## src/rtl/alu_exec_pkg.sv

```systemverilog
// Shared definitions for the ALU execute-stage controller: widths, opcodes,
// FSM state encoding, status-register bit positions and opcode class helpers.
package alu_exec_pkg;

    localparam int WIDTH = 20;
    localparam int HALF  = 10;
    localparam int OPW   = 5;

    // Status register bit positions: sr = {Z, S, C}
    localparam int SR_Z = 2;
    localparam int SR_S = 1;
    localparam int SR_C = 0;

    typedef enum logic [1:0] {
        ST_IDLE = 2'd0,
        ST_EXEC = 2'd1,
        ST_WB2  = 2'd2,
        ST_TRAP = 2'd3
    } state_t;

    localparam logic [OPW-1:0] OP_NOP  = 5'h00;
    localparam logic [OPW-1:0] OP_TRAP = 5'h01;
    localparam logic [OPW-1:0] OP_JMP  = 5'h02;
    localparam logic [OPW-1:0] OP_JZ   = 5'h03;
    localparam logic [OPW-1:0] OP_JS   = 5'h04;
    localparam logic [OPW-1:0] OP_JZS  = 5'h05;
    localparam logic [OPW-1:0] OP_LSR  = 5'h06;
    localparam logic [OPW-1:0] OP_XSR  = 5'h07;
    localparam logic [OPW-1:0] OP_NOT  = 5'h08;
    localparam logic [OPW-1:0] OP_AND  = 5'h09;
    localparam logic [OPW-1:0] OP_OR   = 5'h0A;
    localparam logic [OPW-1:0] OP_XOR  = 5'h0B;
    localparam logic [OPW-1:0] OP_SHR  = 5'h0C;
    localparam logic [OPW-1:0] OP_SHL  = 5'h0D;
    localparam logic [OPW-1:0] OP_ROR  = 5'h0E;
    localparam logic [OPW-1:0] OP_ROL  = 5'h0F;
    localparam logic [OPW-1:0] OP_SWP  = 5'h10;
    localparam logic [OPW-1:0] OP_INC  = 5'h11;
    localparam logic [OPW-1:0] OP_DEC  = 5'h12;
    localparam logic [OPW-1:0] OP_ADD  = 5'h13;
    localparam logic [OPW-1:0] OP_ADC  = 5'h14;
    localparam logic [OPW-1:0] OP_SUB  = 5'h15;
    localparam logic [OPW-1:0] OP_SBC  = 5'h16;
    localparam logic [OPW-1:0] OP_EQ   = 5'h17;
    localparam logic [OPW-1:0] OP_GT   = 5'h18;
    localparam logic [OPW-1:0] OP_LT   = 5'h19;
    localparam logic [OPW-1:0] OP_GE   = 5'h1A;
    localparam logic [OPW-1:0] OP_LE   = 5'h1B;

    // Compute ops occupy a contiguous opcode range and need an ALU cycle
    function automatic logic is_compute(input logic [OPW-1:0] op);
        return (op >= OP_NOT) && (op <= OP_LE);
    endfunction

    // Everything above the last defined compute op is illegal
    function automatic logic is_illegal(input logic [OPW-1:0] op);
        return op > OP_LE;
    endfunction

endpackage

```

## src/rtl/alu_flag_upd.sv

```systemverilog
// Opcode class decode: which compute ops write back and which flags they touch.
module alu_flag_upd
    import alu_exec_pkg::*;
(
    input  logic [OPW-1:0] opcode,
    output logic           has_wb,
    output logic           upd_z,
    output logic           upd_s,
    output logic           upd_c
);

    // Map each compute opcode onto its writeback / flag-update class
    always_comb begin
        has_wb = 1'b0;
        upd_z  = 1'b0;
        upd_s  = 1'b0;
        upd_c  = 1'b0;
        case (opcode)
            OP_NOT, OP_AND, OP_OR, OP_XOR: begin
                has_wb = 1'b1;
                upd_z  = 1'b1;
            end
            OP_SHR, OP_SHL, OP_INC, OP_DEC,
            OP_ADD, OP_ADC, OP_SUB, OP_SBC: begin
                has_wb = 1'b1;
                upd_z  = 1'b1;
                upd_c  = 1'b1;
            end
            OP_EQ: begin
                upd_z = 1'b1;
            end
            OP_GT, OP_LT: begin
                upd_s = 1'b1;
            end
            OP_GE, OP_LE: begin
                upd_s = 1'b1;
                upd_z = 1'b1;
            end
            OP_ROR, OP_ROL, OP_SWP: begin
                has_wb = 1'b1;
            end
            default: begin
                has_wb = 1'b0;
            end
        endcase
    end

endmodule

```

## src/rtl/alu_exec_ctrl.sv

```systemverilog
// Execute-stage controller: accepts one decoded op at a time, drives the ALU,
// captures results/flags, issues writebacks and resolves program-flow ops.
module alu_exec_ctrl
    import alu_exec_pkg::*;
(
    input  logic             clk,
    input  logic             rst,
    input  logic             op_valid,
    output logic             op_ready,
    input  logic [OPW-1:0]   opcode,
    input  logic             mode,
    input  logic [WIDTH-1:0] a,
    input  logic [WIDTH-1:0] b,
    output logic [OPW-1:0]   alu_op,
    output logic             alu_mode,
    output logic [WIDTH-1:0] alu_a,
    output logic [WIDTH-1:0] alu_b,
    output logic             alu_cin,
    input  logic [WIDTH-1:0] alu_c,
    input  logic [WIDTH-1:0] alu_c2,
    input  logic             alu_zero,
    input  logic             alu_sign,
    input  logic             alu_carry,
    output logic             wb_valid,
    output logic             wb_dst,
    output logic [WIDTH-1:0] wb_data,
    output logic             jump_taken,
    output logic [WIDTH-1:0] jump_addr,
    output logic [2:0]       sr,
    output logic             trap
);

    state_t           state;
    state_t           next_state;
    logic             accept;
    logic             has_wb;
    logic             upd_z;
    logic             upd_s;
    logic             upd_c;

    logic             nxt_op_ready;
    logic [OPW-1:0]   nxt_alu_op;
    logic             nxt_alu_mode;
    logic [WIDTH-1:0] nxt_alu_a;
    logic [WIDTH-1:0] nxt_alu_b;
    logic             nxt_wb_valid;
    logic             nxt_wb_dst;
    logic [WIDTH-1:0] nxt_wb_data;
    logic             nxt_jump_taken;
    logic [WIDTH-1:0] nxt_jump_addr;
    logic [2:0]       nxt_sr;
    logic             nxt_trap;

    assign accept  = op_valid & op_ready;
    assign alu_cin = sr[SR_C];

    // Class decode runs on the registered opcode the ALU is executing
    alu_flag_upd u_flag_upd (
        .opcode (alu_op),
        .has_wb (has_wb),
        .upd_z  (upd_z),
        .upd_s  (upd_s),
        .upd_c  (upd_c)
    );

    // State register
    always_ff @(posedge clk or posedge rst) begin
        if (rst) begin
            state <= ST_IDLE;
        end else begin
            state <= next_state;
        end
    end

    // Next-state selection
    always_comb begin
        next_state = state;
        case (state)
            ST_IDLE: begin
                if (accept) begin
                    if (is_compute(opcode)) begin
                        next_state = ST_EXEC;
                    end else if ((opcode == OP_TRAP) || is_illegal(opcode)) begin
                        next_state = ST_TRAP;
                    end else begin
                        next_state = ST_IDLE;
                    end
                end else begin
                    next_state = ST_IDLE;
                end
            end
            ST_EXEC: begin
                if (alu_op == OP_SWP) begin
                    next_state = ST_WB2;
                end else begin
                    next_state = ST_IDLE;
                end
            end
            ST_WB2:  next_state = ST_IDLE;
            ST_TRAP: next_state = ST_TRAP;
            default: next_state = ST_IDLE;
        endcase
    end

    // Next values of all registered outputs
    always_comb begin
        nxt_alu_op     = alu_op;
        nxt_alu_mode   = alu_mode;
        nxt_alu_a      = alu_a;
        nxt_alu_b      = alu_b;
        nxt_wb_valid   = 1'b0;
        nxt_wb_dst     = 1'b0;
        nxt_wb_data    = wb_data;
        nxt_jump_taken = 1'b0;
        nxt_jump_addr  = jump_addr;
        nxt_sr         = sr;
        nxt_trap       = (next_state == ST_TRAP);
        // A swap keeps ready low until its second writeback has left the bus
        nxt_op_ready   = (next_state == ST_IDLE) && (state != ST_WB2);
        case (state)
            ST_IDLE: begin
                if (accept) begin
                    nxt_alu_op   = opcode;
                    nxt_alu_mode = mode;
                    nxt_alu_a    = a;
                    nxt_alu_b    = b;
                    case (opcode)
                        OP_JMP: begin
                            nxt_jump_taken = 1'b1;
                            nxt_jump_addr  = a;
                        end
                        OP_JZ: begin
                            if (sr[SR_Z]) begin
                                nxt_jump_taken = 1'b1;
                                nxt_jump_addr  = a;
                            end else begin
                                nxt_jump_taken = 1'b0;
                            end
                        end
                        OP_JS: begin
                            if (sr[SR_S]) begin
                                nxt_jump_taken = 1'b1;
                                nxt_jump_addr  = a;
                            end else begin
                                nxt_jump_taken = 1'b0;
                            end
                        end
                        OP_JZS: begin
                            if (sr[SR_Z] | sr[SR_S]) begin
                                nxt_jump_taken = 1'b1;
                                nxt_jump_addr  = a;
                            end else begin
                                nxt_jump_taken = 1'b0;
                            end
                        end
                        OP_LSR:  nxt_sr = a[2:0];
                        OP_XSR:  nxt_sr = sr ^ a[2:0];
                        default: nxt_sr = sr;
                    endcase
                end else begin
                    nxt_jump_taken = 1'b0;
                end
            end
            ST_EXEC: begin
                if (has_wb) begin
                    nxt_wb_valid = 1'b1;
                    nxt_wb_dst   = 1'b0;
                    nxt_wb_data  = alu_c;
                end else begin
                    nxt_wb_valid = 1'b0;
                end
                if (upd_z) begin
                    nxt_sr[SR_Z] = alu_zero;
                end else begin
                    nxt_sr[SR_Z] = sr[SR_Z];
                end
                if (upd_s) begin
                    nxt_sr[SR_S] = alu_sign;
                end else begin
                    nxt_sr[SR_S] = sr[SR_S];
                end
                if (upd_c) begin
                    nxt_sr[SR_C] = alu_carry;
                end else begin
                    nxt_sr[SR_C] = sr[SR_C];
                end
            end
            ST_WB2: begin
                nxt_wb_valid = 1'b1;
                nxt_wb_dst   = 1'b1;
                nxt_wb_data  = alu_c2;
            end
            ST_TRAP: begin
                nxt_wb_valid = 1'b0;
            end
            default: begin
                nxt_wb_valid = 1'b0;
            end
        endcase
    end

    // Output registers; reset clears everything, discarding pending strobes
    always_ff @(posedge clk or posedge rst) begin
        if (rst) begin
            op_ready   <= 1'b0;
            alu_op     <= 5'h00;
            alu_mode   <= 1'b0;
            alu_a      <= 20'h00000;
            alu_b      <= 20'h00000;
            wb_valid   <= 1'b0;
            wb_dst     <= 1'b0;
            wb_data    <= 20'h00000;
            jump_taken <= 1'b0;
            jump_addr  <= 20'h00000;
            sr         <= 3'b000;
            trap       <= 1'b0;
        end else begin
            op_ready   <= nxt_op_ready;
            alu_op     <= nxt_alu_op;
            alu_mode   <= nxt_alu_mode;
            alu_a      <= nxt_alu_a;
            alu_b      <= nxt_alu_b;
            wb_valid   <= nxt_wb_valid;
            wb_dst     <= nxt_wb_dst;
            wb_data    <= nxt_wb_data;
            jump_taken <= nxt_jump_taken;
            jump_addr  <= nxt_jump_addr;
            sr         <= nxt_sr;
            trap       <= nxt_trap;
        end
    end

endmodule

```

## config.mk

```make
export PLATFORM = sky130hd
export DESIGN_NAME = alu_exec_ctrl
export DESIGN_NICKNAME = d
export VERILOG_FILES = /design/src/rtl/alu_exec_pkg.sv /design/src/rtl/alu_flag_upd.sv /design/src/rtl/alu_exec_ctrl.sv
export SDC_FILE = /design/constraint.sdc
export NUM_CORES = 1
export LEC_CHECK = 0
export BUFFER_PORTS_ARGS = -buffer_cell sky130_fd_sc_hd__buf_2
export CORE_MARGIN = 4
export CORE_UTILIZATION = 43
export CTS_CLUSTER_DIAMETER = 40
export CTS_CLUSTER_SIZE = 24
export DETAILED_ROUTE_END_ITERATION = 6
export GPL_TIMING_DRIVEN = 0
export PLACE_DENSITY = 0.73
export SYNTH_ARGS = -nofsm -noshare
export SYNTH_HDL_FRONTEND = slang
export SYNTH_SLANG_ARGS = --single-unit
```

## constraint.sdc

```tcl
create_clock -name clk -period 3.3 [get_ports clk]
set_clock_uncertainty 0.2 [all_clocks]
set_input_delay 0.495 -clock clk [delete_from_list [all_inputs] [get_ports clk]]
set_output_delay 0.495 -clock clk [all_outputs]
set_load 0.005 [all_outputs]
```

==> out/metrics.cfg, run 1 <==
[clock_network]
cts_sinks = 96
path_clk_slew_ps = 100
tritoncts = built
cts_buffer_depth = 2
cts.repair.resized = 0
htree_levels = 3
numCtsBuffers = 9
cts-root-buf = clkbuf_8
hold_buffers = 1
post_cts_buffers = 0
clock_latency_ps = 360

[sta]
max_slew_margin_pct = 59.0
setup_slack_ps = 951
rsz0062_at_grt = no
hold_viol = 0
maxSlewViolCount = 0
min_period_over_period_pct = 71.2
tightestPinTransition_ps = 615
min_period_ps = 2350
fmax_ghz = 0.426
setup-violations-final = 0

[logic_synthesis]
synth.distinct_cells = 44
synth.top_cell.area_share_pct = 56.5
seq_area_frac_synth_pct = 56.5
syn-num-nets = 393
synth-seq-cells = 96
syn_inst = 296
avgSynthCellArea_um2 = 14.4
async_reset_ff_share_pct = 100
ys.warnings.count = 0
yosysTopAreaCell = dfrtp_1
synth_area_leaders = dfrtp_1, mux2_2, mux2_1
synthesis.area_um2 = 4260
synthFlopType = dfrtp_1
synth_edf_count = 0

[global_route]
grt_pass1_wl_um = 16000
gr-total-overflow = 0
grt_pass1_vias = 3292
antenna_found_initial = 1
grt_max_degree = 58
grt_use_total_pct = 17.6

[critical_path]
worstSetupPathType = flop to flop
end_kind = flop
critPathLaunch = state[0]$_DFF_PP0_
r2r-start = state[0]$_DFF_PP0_
crit_fanout = 10
crit_arrival_ps = 2400
r2r_cells = 7
worstSetupStartpointType = flop
required_ps = 3350

[placed_design]
dpl_cell_area_um2 = 5380
gp_congestion = 0.777
port_buffers = 185
place_inst = 615
place_hpwl_um = 7820
pre_cts_slack_ps = 902

[floorplan]
rows = 36
floorplan.initialDensity_pct = 43.9
coreArea_um2 = 9680
ioPinCount = 187
die_h_um = 107
die-area_um2 = 11600
die_x_um = 107

[detailed_routing]
routed_via_density = 4.88
drtAntennaViolNets = 0
routed_wl_um = 10000
vias = 3083
drt_iter0_drc = 73
wl_per_cell_um = 15.8
first_pass_iters = 4
route.detailed.drc = 0

[final_layout]
final_layout_size_suffix_gt1_share_pct = 57.1
utilization_pct = 57.8
fin_area_um2 = 5590
syn_to_final_growth_pct = 31.4
antenna_cells = 0
finalNonFillerCells = 632
nets = 591

[worst_hold_path]
min_from = b[18]
min_path_cells = 2
hold_path_class = primary input to flop

[power]
power.density_nw_per_um2 = 766
finalPower_w = 0.00428
vdd_ir_drop_max_v = 0.000393
leakage_nw = 2.79

[outcome]
status = completed

[run]
cap_violations = 0

synthesized netlist by cell type, drive strengths merged (2+ instances only):
library cell    n
nand2          10
clkbuf          4
nand2b          3
nor3            7
nor2            4
ha              5
inv             9
dfrtp          96
a21boi          2
o21a            2
mux2          103
and3            2
mux2i           3
nor4b           2
o21ai          10
o311ai          2
buf            10
a21oi           3
nand3           5
metrics by stage:
step                TNS [ps]  hold slack, ps
floorplan                  0             273
global placement      -91970             259
detailed placement         0             275
CTS                        0             134
global route               0             130
finish                     0             153
final timing paths:
check / slack (ps) / to
setup / recovery: 950 / jump_addr[4]$_DFFE_PP0P_
hold / removal: 150 / alu_b[18]$_DFFE_PP0P_
setup reg to reg: 950 / jump_addr[4]$_DFFE_PP0P_
hold reg to reg: 290 / jump_addr[0]$_DFFE_PP0P_
max in group asynchronous: 1720 / alu_op[1]$_DFFE_PP0P_
min in group asynchronous: 510 / alu_b[11]$_DFFE_PP0P_
report_power, final:
group | switching, W | internal [W] | total [W]
Clock | 0.000420 | 0.000379 | 0.000798
Sequential | 0.000308 | 0.00168 | 0.00198
Combinational | 0.000611 | 0.000889 | 0.00150
layout make-up:
| cell class | instances | area (um2) |
|---|---|---|
| Inverter | 9 | 36.3 |
| Fill cell | 816 | 4090 |
| Tap cell | 133 | 166 |
| Clock inverter | 5 | 63.8 |
| Multi-Input combinational cell | 177 | 1730 |
| Buffer | 14 | 85.1 |
| Sequential cell | 96 | 2400 |
| Timing Repair Buffer | 187 | 963 |
| Clock buffer | 11 | 141 |
critical path, stage by stage, from the launching register on:
cell and delay (ps):
dfrtp_1 410, inv_1 110, ha_1 250, nand3_2 220, nor3_1 330, o311ai_4 220, buf_8 200, mux2_4 300
cells in the final DEF (no fill, tap or decap), types with 2 or more instances in the layout:
master,n
nand3_1,4
buf_2,187
clkbuf_1,5
mux2_2,54
buf_4,2
inv_6,2
o21a_1,2
o21ai_0,6
and3_1,2
mux2_1,32
buf_8,2
mux2i_1,3
a21oi_1,3
mux2_4,17
nand2_1,10
o21ai_1,4
nor2_1,4
inv_1,5
buf_1,4
inv_2,3
clkbuf_8,10
nor3_1,7
ha_1,5
dfrtp_1,96
nand2b_1,3
state kept, by name, summed over array words and instances, names as in the netlist, 2 cells and up:
register   cells
alu_a         20
alu_b         20
alu_op         5
jump_addr     20
sr             3
state          2
wb_data       20
routing by layer:
metal | vias to the layer above | wire [um] | track usage (%)
met5 | - | 13 | 0
met4 | 2 | 76 | 5.05
met2 | 149 | 4720 | 28.6
li1 | 1454 | - | -
met3 | 9 | 1060 | 7.20
met1 | 1469 | 4130 | 21.7
cell families (layout without fill, tap and decap cells):
kind of cell | after synthesis | count (layout) | share of synthesized area [%]
XOR/XNOR | 1 | 1 | 0.206
AO/OA/AOI/OAI | 26 | 26 | 4.47
multiplexers | 106 | 106 | 29.5
buffers and inverters | 23 | 226 | 2.79
AND/OR/NAND/NOR | 39 | 39 | 5.15
adder cells (fa/ha/maj) | 5 | 5 | 1.47
flip-flops | 96 | 96 | 56.5
No activity file was read; power rests on OpenSTA's default activity.
==> run 2: changes to the inputs <==
==> constraint.sdc (replaced) <==
create_clock -name clk -period 2 [get_ports clk]
set_clock_uncertainty 0.2 [all_clocks]
set_input_delay 0.3 -clock clk [delete_from_list [all_inputs] [get_ports clk]]
set_output_delay 0.3 -clock clk [all_outputs]
set_load 0.005 [all_outputs]
==> run 2 against run 1 <==
  * Sequential power increased by 67%
  * Wire length rose by 11%
  * Utilization rose by 6.9 points
  * Critical endpoint is now jump_addr[6]$_DFFE_PP0P_
  * Largest power group unchanged
==> out/metrics.cfg, run 2 (synthesis results as in run 1) <==
[outcome]
status = completed  ; unchanged

[critical_path]
worstSetupStartpointType = flop  ; unchanged
crit_fanout = 5  ; was 10
crit_arrival_ps = 2010  ; was 2400 ps
end_kind = flop  ; unchanged
worstSetupPathType = flop to flop  ; unchanged
required_ps = 2050  ; was 3350 ps

[final_layout]
syn_to_final_growth_pct = 47.0  ; was 31.4%
final_common_cell = buf_2  ; unchanged
fillerInstances = 754  ; was 816
final_layout_size_suffix_gt1_share_pct = 58.0  ; was 57.1%
layout_common_cells = buf_2, dfrtp_1, mux2_2  ; unchanged
nets = 644  ; was 591
antenna_cells = 0  ; unchanged
finalNonFillerCells = 685  ; was 632

[run]
cap_violations = 0  ; unchanged

[power]
vdd_ir_drop_max_v = 0.000633  ; was 0.000393 V
power.density_nw_per_um2 = 1160  ; was 766 nW/um2
finalPower_w = 0.00726  ; was 0.00428 W
leakage_nw = 3.09  ; was 2.79 nW

[global_route]
grt_pass1_wl_um = 17300  ; was 16,000 um
grt_pass1_vias = 3544  ; was 3,292
gr-total-overflow = 0  ; unchanged
grt_use_total_pct = 19.0  ; was 17.6%
grt_max_degree = 30  ; was 58
antenna_found_initial = 0  ; was 1

[clock_network]
cts-root-buf = clkbuf_8  ; unchanged
path_clk_slew_ps = 90  ; was 100 ps
cts_buffer_depth = 2  ; unchanged
cts_sinks = 96  ; unchanged
numCtsBuffers = 9  ; unchanged
htree_levels = 3  ; unchanged
tritoncts = built  ; unchanged
clock_latency_ps = 360  ; about the same

[floorplan]
rows = 36  ; unchanged
coreArea_um2 = 9680  ; unchanged
die_x_um = 107  ; unchanged
die-area_um2 = 11600  ; unchanged
floorplan.initialDensity_pct = 43.9  ; unchanged
die_h_um = 107  ; unchanged
ioPinCount = 187  ; unchanged

[sta]
tightestPinTransition_ps = 527  ; was 615 ps
tns_ps = 0  ; unchanged
fmax_ghz = 0.509  ; was 0.426 GHz
min_period_over_period_pct = 98.3  ; was 71.2%
hold_viol = 0  ; unchanged
maxSlewViolCount = 0  ; unchanged
max_slew_margin_pct = 64.8  ; was 59.0%
rsz0062_at_grt = yes  ; was no
setup_slack_ps = 34.3  ; was 951 ps
setup-violations-final = 0  ; unchanged
min_period_ps = 1970  ; was 2350 ps

[detailed_routing]
routed_via_density = 4.86  ; was 4.88
drtAntennaViolNets = 0  ; unchanged
route.detailed.drc = 0  ; unchanged
routed_wl_um = 11100  ; was 10,000 um
vias = 3332  ; was 3,083
wl_per_cell_um = 16.1  ; was 15.8 um
first_pass_iters = 4  ; unchanged
drt_iter0_drc = 129  ; was 73

[placed_design]
pre_cts_slack_ps = -249  ; was 902 ps
place_inst = 617  ; was 615
place_hpwl_um = 7960  ; was 7820 um
port_buffers = 185  ; unchanged
gp_congestion = 0.803  ; was 0.777

[worst_hold_path]
hold_path_class = primary input to flop  ; unchanged

==> run 2: changes by cell type in the layout (fill, tap and decap cells not counted), moves of 4 or more <==
cell / previous run / this run
buf_4: 2 / 14
dfrtp_2: 0 / 4
buf_6: 0 / 4
buf_1: 4 / 0
dfrtp_1: 96 / 92
dlygate4sd3_1: 1 / 42
clkbuf_1: 5 / 1
==> run 2: path summary, 6_finish.rpt <==
kind	from	end	slack, ps	depth (start not counted)
worst max-delay path	state[1]$_DFF_PP0_	jump_addr[6]$_DFFE_PP0P_	30	8
worst min-delay path	a[1]	sr[1]$_DFFE_PP0P_	20	3
worst max register to register	state[1]$_DFF_PP0_	jump_addr[6]$_DFFE_PP0P_	30	8
worst min register to register	wb_data[18]$_DFFE_PP0P_	wb_data[18]$_DFFE_PP0P_	300	1
max in group asynchronous	rst	alu_op[0]$_DFFE_PP0P_	370	6
min in group asynchronous	rst	wb_data[14]$_DFFE_PP0P_	310	3
==> run 2: report_power, final <==
group	switching, W	leakage, nW	internal [W]
Clock	0.000665	0.0920	0.000572
Sequential	0.000532	1.15	0.00277
Combinational	0.00108	1.85	0.00163
Total	0.00228	3.09	0.00498
==> run 2: critical path: stages (launching register included) <==
cell and delay [ps]:
dfrtp_1 400, inv_2 100, ha_4 160, nand3_4 100, nor3_4 160, o311ai_4 140
buf_6 150, clkbuf_16 150, mux2_4 290
==> run 2: final cells by class <==
class	instances	area [um2]	share of cell area, %
buffer	10	95.1	1.52
clock buffer	10	128	2.04
clock inverter	6	60.1	0.960
inverter	9	37.5	0.600
multi-input combinational	177	1800	28.8
sequential	96	2410	38.5
tap	133	166	2.66
timing repair buffer	244	1560	25.0
==> run 2: routing by layer <==
layer  track usage [%]  vias to the layer above  part of all wire (%)
met5                 0                        -                     0
met4              5.23                        0                   1.3
met3              5.58                       13                   7.7
met2              33.1                      145                    50
met1              22.9                     1615                    41
li1                  -                     1559                     -
==> run 2: what timing repair did <==
action	CTS	global route
pin swaps	2	3
hold endpoints to repair	79	0
hold buffers	42	0
setup buffers	7	4
cloned	1	2
gates resized for setup	20	13
setup endpoints to repair	89	56
==> run 2: per-stage QoR <==
| stage | instance area [um2] | hold slack [ps] | utilization (%) |
|---|---|---|---|
| 6_report | 6260 | 23.7 | 64.6 |
| 5_1_grt | 6260 | 20.5 | 64.6 |
| 4_1_cts | 6160 | 11.9 | 63.6 |
| 3_5_place_dp | 5430 | 171 | 56.0 |
| 3_3_place_gp | 5360 | 258 | 55.3 |
| 2_1_floorplan | 4270 | 227 | - |
